==> config.mk <==
export PLATFORM = sky130hd
export DESIGN_NAME = axil_alu_regs
export DESIGN_NICKNAME = d
export VERILOG_FILES = /design/src/rtl/axil_alu_regs.sv
export SDC_FILE = /design/constraint.sdc
export NUM_CORES = 1
export LEC_CHECK = 0
export CAP_MARGIN = 20
export CORE_MARGIN = 2
export CORE_UTILIZATION = 47
export CTS_CLUSTER_DIAMETER = 100
export CTS_CLUSTER_SIZE = 24
export DETAILED_ROUTE_END_ITERATION = 12
export HOLD_SLACK_MARGIN = 0.12
export PLACE_DENSITY_LB_ADDON = 0.1
export SETUP_SLACK_MARGIN = 0.15
export SYNTH_ARGS = -nofsm -noshare
export SYNTH_HDL_FRONTEND = slang
export SYNTH_SLANG_ARGS = --single-unit
==> constraint.sdc <==
create_clock -name clk -period 3.8 [get_ports clk]
set_input_delay 0.38 -clock clk [delete_from_list [all_inputs] [get_ports clk]]
set_output_delay 0.38 -clock clk [all_outputs]
set_load 0.005 [all_outputs]
==> src/rtl/axil_alu_regs.sv <==
// AXI4-Lite register file fronting a small multi-cycle ALU (add/sub/logic/shift,
// iterative shift-add multiply) with start/busy/done status.
module axil_alu_regs #(
    parameter int ADDR_WIDTH = 32,
    parameter int DATA_WIDTH = 8
) (
    input  logic                  clk,
    input  logic                  rstn,
    input  logic [ADDR_WIDTH-1:0] awaddr,
    input  logic                  awvalid,
    output logic                  awready,
    input  logic [DATA_WIDTH-1:0] wdata,
    input  logic                  wvalid,
    output logic                  wready,
    output logic [1:0]            bresp,
    output logic                  bvalid,
    input  logic                  bready,
    input  logic [ADDR_WIDTH-1:0] araddr,
    input  logic                  arvalid,
    output logic                  arready,
    output logic [DATA_WIDTH-1:0] rdata,
    output logic [1:0]            rresp,
    output logic                  rvalid,
    input  logic                  rready
);
    localparam int LSB = $clog2(DATA_WIDTH / 8);
    localparam int SHW = $clog2(DATA_WIDTH);
    localparam logic [1:0] OKAY = 2'b00, SLVERR = 2'b10, DECERR = 2'b11;

    typedef enum logic {W_IDLE, W_RESP} w_state_t;
    typedef enum logic {R_IDLE, R_DATA} r_state_t;
    typedef enum logic [1:0] {A_IDLE, A_BUSY, A_DONE} a_state_t;

    w_state_t w_state_reg, w_state_next;
    r_state_t r_state_reg, r_state_next;
    a_state_t a_state_reg, a_state_next;

    logic                  awready_reg, awready_next, wready_reg, wready_next;
    logic                  aw_held_reg, aw_held_next, w_held_reg, w_held_next;
    logic [2:0]            awidx_reg;
    logic [DATA_WIDTH-1:0] wdata_reg;
    logic                  bvalid_reg, bvalid_next;
    logic [1:0]            bresp_reg, bresp_next;
    logic                  arready_reg, arready_next, rvalid_reg, rvalid_next;
    logic [DATA_WIDTH-1:0] rdata_reg, rdata_next;
    logic [1:0]            rresp_reg, rresp_next;

    logic [DATA_WIDTH-1:0] op1_reg, op2_reg, result_reg;
    logic [3:0]            opcode_reg, opc_lat_reg;
    logic [DATA_WIDTH-1:0] a_reg, b_reg, acc_reg;
    logic [SHW-1:0]        cnt_reg;
    logic                  done_reg, err_reg;

    logic                  aw_hs, w_hs, ar_hs, commit, wr_en, start, alu_busy, alu_finish;
    logic [2:0]            wr_idx, rd_idx;
    logic [DATA_WIDTH-1:0] wr_data, rd_val, alu_out, mul_step;
    logic [1:0]            wr_resp, rd_resp;
    logic                  unused_addr_bits;

    assign unused_addr_bits = ^{awaddr, araddr};

    assign aw_hs   = awvalid && awready_reg;
    assign w_hs    = wvalid && wready_reg;
    assign ar_hs   = arvalid && arready_reg;
    assign wr_idx  = aw_held_reg ? awidx_reg : awaddr[LSB+2:LSB];
    assign wr_data = w_held_reg ? wdata_reg : wdata;
    assign rd_idx  = araddr[LSB+2:LSB];
    assign commit  = (w_state_reg == W_IDLE) && (aw_held_reg || aw_hs) && (w_held_reg || w_hs);
    assign alu_busy = (a_state_reg == A_BUSY);
    assign wr_en   = commit && (wr_resp == OKAY);
    assign start   = wr_en && (wr_idx == 3'd3) && wr_data[0];

    always_comb begin
        case (wr_idx)
            3'd0, 3'd1, 3'd2, 3'd3: wr_resp = alu_busy ? SLVERR : OKAY;
            3'd4, 3'd5:             wr_resp = SLVERR;
            default:                wr_resp = DECERR;
        endcase
    end

    // AW and W are captured independently; the commit fires on the later of the two.
    always_comb begin
        w_state_next = w_state_reg;
        awready_next = awready_reg;
        wready_next  = wready_reg;
        aw_held_next = aw_held_reg;
        w_held_next  = w_held_reg;
        bvalid_next  = bvalid_reg;
        bresp_next   = bresp_reg;
        case (w_state_reg)
            W_IDLE: begin
                if (commit) begin
                    w_state_next = W_RESP;
                    bvalid_next  = 1'b1;
                    bresp_next   = wr_resp;
                    aw_held_next = 1'b0;
                    w_held_next  = 1'b0;
                    awready_next = 1'b0;
                    wready_next  = 1'b0;
                end else begin
                    aw_held_next = aw_held_reg || aw_hs;
                    w_held_next  = w_held_reg || w_hs;
                    awready_next = !(aw_held_reg || aw_hs);
                    wready_next  = !(w_held_reg || w_hs);
                end
            end
            W_RESP: begin
                if (bready) begin
                    w_state_next = W_IDLE;
                    bvalid_next  = 1'b0;
                    awready_next = 1'b1;
                    wready_next  = 1'b1;
                end
            end
            default: w_state_next = W_IDLE;
        endcase
    end

    always_comb begin
        rd_val  = '0;
        rd_resp = OKAY;
        case (rd_idx)
            3'd0:    rd_val = op1_reg;
            3'd1:    rd_val = op2_reg;
            3'd2:    rd_val = DATA_WIDTH'(opcode_reg);
            3'd3:    rd_val = '0;
            3'd4:    rd_val = result_reg;
            3'd5:    rd_val = DATA_WIDTH'({err_reg, done_reg, alu_busy});
            default: rd_resp = DECERR;
        endcase
    end

    always_comb begin
        r_state_next = r_state_reg;
        arready_next = arready_reg;
        rvalid_next  = rvalid_reg;
        rdata_next   = rdata_reg;
        rresp_next   = rresp_reg;
        case (r_state_reg)
            R_IDLE: begin
                arready_next = !ar_hs;
                if (ar_hs) begin
                    r_state_next = R_DATA;
                    rvalid_next  = 1'b1;
                    rdata_next   = rd_val;
                    rresp_next   = rd_resp;
                end
            end
            R_DATA: begin
                if (rready) begin
                    r_state_next = R_IDLE;
                    rvalid_next  = 1'b0;
                    arready_next = 1'b1;
                end
            end
            default: r_state_next = R_IDLE;
        endcase
    end

    assign mul_step   = acc_reg + (b_reg[0] ? a_reg : '0);
    assign alu_finish = (opc_lat_reg != 4'd7) || (cnt_reg == SHW'(DATA_WIDTH - 1));

    always_comb begin
        case (opc_lat_reg)
            4'd0:    alu_out = a_reg + b_reg;
            4'd1:    alu_out = a_reg - b_reg;
            4'd2:    alu_out = a_reg & b_reg;
            4'd3:    alu_out = a_reg | b_reg;
            4'd4:    alu_out = a_reg ^ b_reg;
            4'd5:    alu_out = a_reg << b_reg[SHW-1:0];
            4'd6:    alu_out = a_reg >> b_reg[SHW-1:0];
            4'd7:    alu_out = mul_step;
            default: alu_out = '0;
        endcase
    end

    always_comb begin
        a_state_next = a_state_reg;
        case (a_state_reg)
            A_IDLE:  if (start) a_state_next = A_BUSY;
            A_BUSY:  if (alu_finish) a_state_next = A_DONE;
            A_DONE:  a_state_next = start ? A_BUSY : A_IDLE;
            default: a_state_next = A_IDLE;
        endcase
    end

    always_ff @(posedge clk or negedge rstn) begin
        if (!rstn) begin
            w_state_reg <= W_IDLE;
            r_state_reg <= R_IDLE;
            a_state_reg <= A_IDLE;
            awready_reg <= 1'b0;
            wready_reg  <= 1'b0;
            aw_held_reg <= 1'b0;
            w_held_reg  <= 1'b0;
            awidx_reg   <= '0;
            wdata_reg   <= '0;
            bvalid_reg  <= 1'b0;
            bresp_reg   <= OKAY;
            arready_reg <= 1'b0;
            rvalid_reg  <= 1'b0;
            rdata_reg   <= '0;
            rresp_reg   <= OKAY;
        end else begin
            w_state_reg <= w_state_next;
            r_state_reg <= r_state_next;
            a_state_reg <= a_state_next;
            awready_reg <= awready_next;
            wready_reg  <= wready_next;
            aw_held_reg <= aw_held_next;
            w_held_reg  <= w_held_next;
            if (aw_hs) awidx_reg <= awaddr[LSB+2:LSB];
            if (w_hs)  wdata_reg <= wdata;
            bvalid_reg  <= bvalid_next;
            bresp_reg   <= bresp_next;
            arready_reg <= arready_next;
            rvalid_reg  <= rvalid_next;
            rdata_reg   <= rdata_next;
            rresp_reg   <= rresp_next;
        end
    end

    // Register file plus ALU datapath; operands are latched at start so later
    // register writes cannot disturb an operation in flight.
    always_ff @(posedge clk or negedge rstn) begin
        if (!rstn) begin
            op1_reg     <= '0;
            op2_reg     <= '0;
            opcode_reg  <= '0;
            result_reg  <= '0;
            opc_lat_reg <= '0;
            a_reg       <= '0;
            b_reg       <= '0;
            acc_reg     <= '0;
            cnt_reg     <= '0;
            done_reg    <= 1'b0;
            err_reg     <= 1'b0;
        end else begin
            if (wr_en) begin
                case (wr_idx)
                    3'd0:    op1_reg <= wr_data;
                    3'd1:    op2_reg <= wr_data;
                    3'd2:    opcode_reg <= wr_data[3:0];
                    default: ;
                endcase
            end
            if (start) begin
                a_reg       <= op1_reg;
                b_reg       <= op2_reg;
                opc_lat_reg <= opcode_reg;
                acc_reg     <= '0;
                cnt_reg     <= '0;
                done_reg    <= 1'b0;
                err_reg     <= 1'b0;
            end else if (alu_busy) begin
                if (opc_lat_reg == 4'd7) begin
                    acc_reg <= mul_step;
                    a_reg   <= a_reg << 1;
                    b_reg   <= b_reg >> 1;
                    cnt_reg <= cnt_reg + 1'b1;
                end
                if (alu_finish) begin
                    done_reg <= 1'b1;
                    if (opc_lat_reg[3]) err_reg <= 1'b1;
                    else                result_reg <= alu_out;
                end
            end
        end
    end

    assign awready = awready_reg;
    assign wready  = wready_reg;
    assign bvalid  = bvalid_reg;
    assign bresp   = bresp_reg;
    assign arready = arready_reg;
    assign rvalid  = rvalid_reg;
    assign rdata   = rdata_reg;
    assign rresp   = rresp_reg;
endmodule

==> results_dict.tcl <==
set metrics [dict create \
    status "finished clean" \
    vias 4635 \
    avgViaCountPerCell 5.89 \
    diodes 0 \
    worstMarginPinSlew_ps 960 \
    cts_buffers 9 \
    hold_class "in2async" \
    grt_pass1_wl_um 24700 \
    drt_iter0_drc 437 \
    power_density_nw_per_um2 950 \
    finalCriticalPeriod_ps 3050 \
    synthAdderAreaFrac_pct 7.94 \
    io_buffers 37 \
    dpl.hpwl_um 11000 \
    insertion_delay_ps 360 \
    rsz0062_at_grt "false" \
    syn_nets 705 \
    synth_compound_area_share_pct 17.4 \
    p_leak_nw 2.86 \
    synth_top_area_share_pct 40.1 \
    nets 729 \
    yosysUniqueCellTypes 65 \
    pin_count 96 \
    die-area_um2 13400 \
    placed_cell_area_um2 6330 \
    report.final.setup_viol 0 \
    synth_edf_count 0 \
    antenna_found_initial 0 \
    ys_seq_area_share_pct 40.1 \
    grt_max_degree 74 \
    async_flop_share_pct 100 \
    finalPower_mw 6.28 \
    clk_pin_slew_ps 70 \
    grt_pass1_vias 4630 \
    syn_area_per_cell_um2 9.93 \
    holdBufCountCts 0 \
    drc 0 \
    cts_sinks 94 \
    period_share_pct 80.4 \
    num_rows 40 \
    synthesis.area_um2 5860 \
    cts_setup_buffers 0 \
    yosys_warnings 0 \
    grt_overflow_total 0 \
    crit_type "reg2reg" \
    drtAntennaViolNets 0 \
    clock_path_buffers 2 \
    start_util_pct 48.4 \
    first_pass_iters 5 \
    final_area_um2 6610 \
    netlist_instances 590 \
    yosysTopAreaCell "dfrtp_1" \
    fin_worst_skew_ps 8.39 \
    synthFlopType "dfrtp_1" \
    synth_top_family_by_area "compound AO/OA/AOI/OAI gates" \
    crit_path_end_kind "flop" \
    synth_commonest_cells "dfrtp_1, nand2_1, nor2_1" \
    cts_resized 0 \
    synth-seq-cells 94 \
    routed_wl_um 14900 \
    die_x_um 116 \
    fin_setup_tns_ps 0 \
    root_buffer "clkbuf_16" \
    maxSlewViolCount 0 \
    muxShareOfSynthArea_pct 12.5 \
    maxSlewHeadroom_pct 35.5 \
    drv_cap 0 \
    synthSimpleGateAreaFrac_pct 14.8 \
    synth.most_common_cell "dfrtp_1" \
    peakVddDrop_v 0.000370 \
    clock.fmax_ghz 0.327 \
    crit_path_start_kind "flop" \
    cts_htree_levels 3 \
    final_cell_count_no_fill 787 \
    drive_above_1_share_pct 12.6 \
    ys_top_cells_by_area "dfrtp_1, ha_1, mux2_2" \
    crit_required_ps 4040 \
    report.final.hold_viol_count 0 \
    core_um2 12100 \
    synthXorXnorAreaFrac_pct 2.39 \
    n_fill_cell 1133 \
    die_h_um 116 \
    cp.arrival_ps 3300 \
    place_inst 771 \
    grt_usage_pct 24.1 \
    area_delta_synth_final_pct 12.8 \
    cp_max_fo 12 \
    gp_congestion 0.931 \
    routedWlPerCell_um 18.9 \
    cts_tree "yes" \
]
==> cells in the final DEF, fill, tap and decap left out, types with 5 or more instances in the layout <==
cell             Yosys  routed
a211oi_1             5       5
a21oi_1             18      18
a221o_1             14      14
a22o_1               5       5
a22oi_1             11      11
a31oi_1             13      13
buf_4                4      12
clkbuf_16            0       9
clkdlybuf4s50_1      0      36
dfrtp_1             94      94
ha_1                34      34
inv_1               22      22
mux2_2              32      32
mux2i_1             19      19
mux4_2               8       8
nand2_1             55      55
nand2b_1             9       9
nand3_1             16      16
nor2_1              52      51
nor2b_1              9       9
nor3_1              25      25
o21ai_0             36      36
o32a_1               5       5
xnor2_1             12      12
==> final timing paths <==
path | from | end | slack (ps) | depth (start not counted)
max | b_reg[0] | result_reg[7] | 750 | 11
min | rstn | acc_reg[3] | 150 | 1
max reg2reg | b_reg[0] | result_reg[7] | 750 | 11
min reg2reg | rvalid | rvalid | 480 | 2
max in group asynchronous | rstn | rdata[6] | 2790 | 2
min in group clk | rvalid | rvalid | 480 | 2
==> final cells by class <==
cell class              instances  area (µm²)  area share [%]
well taps                     168         210            3.18
multi-input cells             438        3230            48.8
inverters                      23        86.3            1.31
clock buffers                   9         225            3.41
flip-flops and latches         94        2350            35.6
clock inverters                 7        56.3           0.852
repair buffers                 48         450            6.82
==> worst max-delay path, cell delays in order (launching register included) <==
cell and delay [ps]:
dfrtp_1 350, clkinv_1 320, ha_1 400, mux2_2 280, inv_1 70, ha_1 210
nor2b_1 160, o2111a_1 270, nor3_1 250, o21ai_0 120, and3b_1 190, o32a_1 320
==> power breakdown <==
group / internal [mW] / switching (mW)
clock network: 0.452 / 0.429
registers: 1.45 / 0.509
logic: 1.65 / 1.79
total: 3.55 / 2.73
==> routing by layer <==
layer / GRT usage [%] / vias up / part of all wire, %
li1: - / 2219 / -
met1: 33.9 / 2240 / 47
met2: 36.1 / 141 / 44
met3: 4.39 / 35 / 4.9
met4: 11.5 / 0 / 4.0
met5: 0 / - / 0
==> per-stage QoR <==
stage               utilization, %  worst slack, ps  hold WS, ps
floorplan                        -              576         84.4
global placement              52.2              818          464
detailed placement            52.2              760          473
CTS                           54.6              727          193
global route                  54.6              596          230
finish                        54.6              746          147
==> logic make-up after synthesis <==
group,count (synthesis)
AOI/OAI and AO/OA,144
xor gates and xnor gates,16
DFF,94
muxes,59
and+or+nand+nor,183
buffers and inverters,58
adders and majority gates,36
No activity file was read; power rests on OpenSTA's default activity.
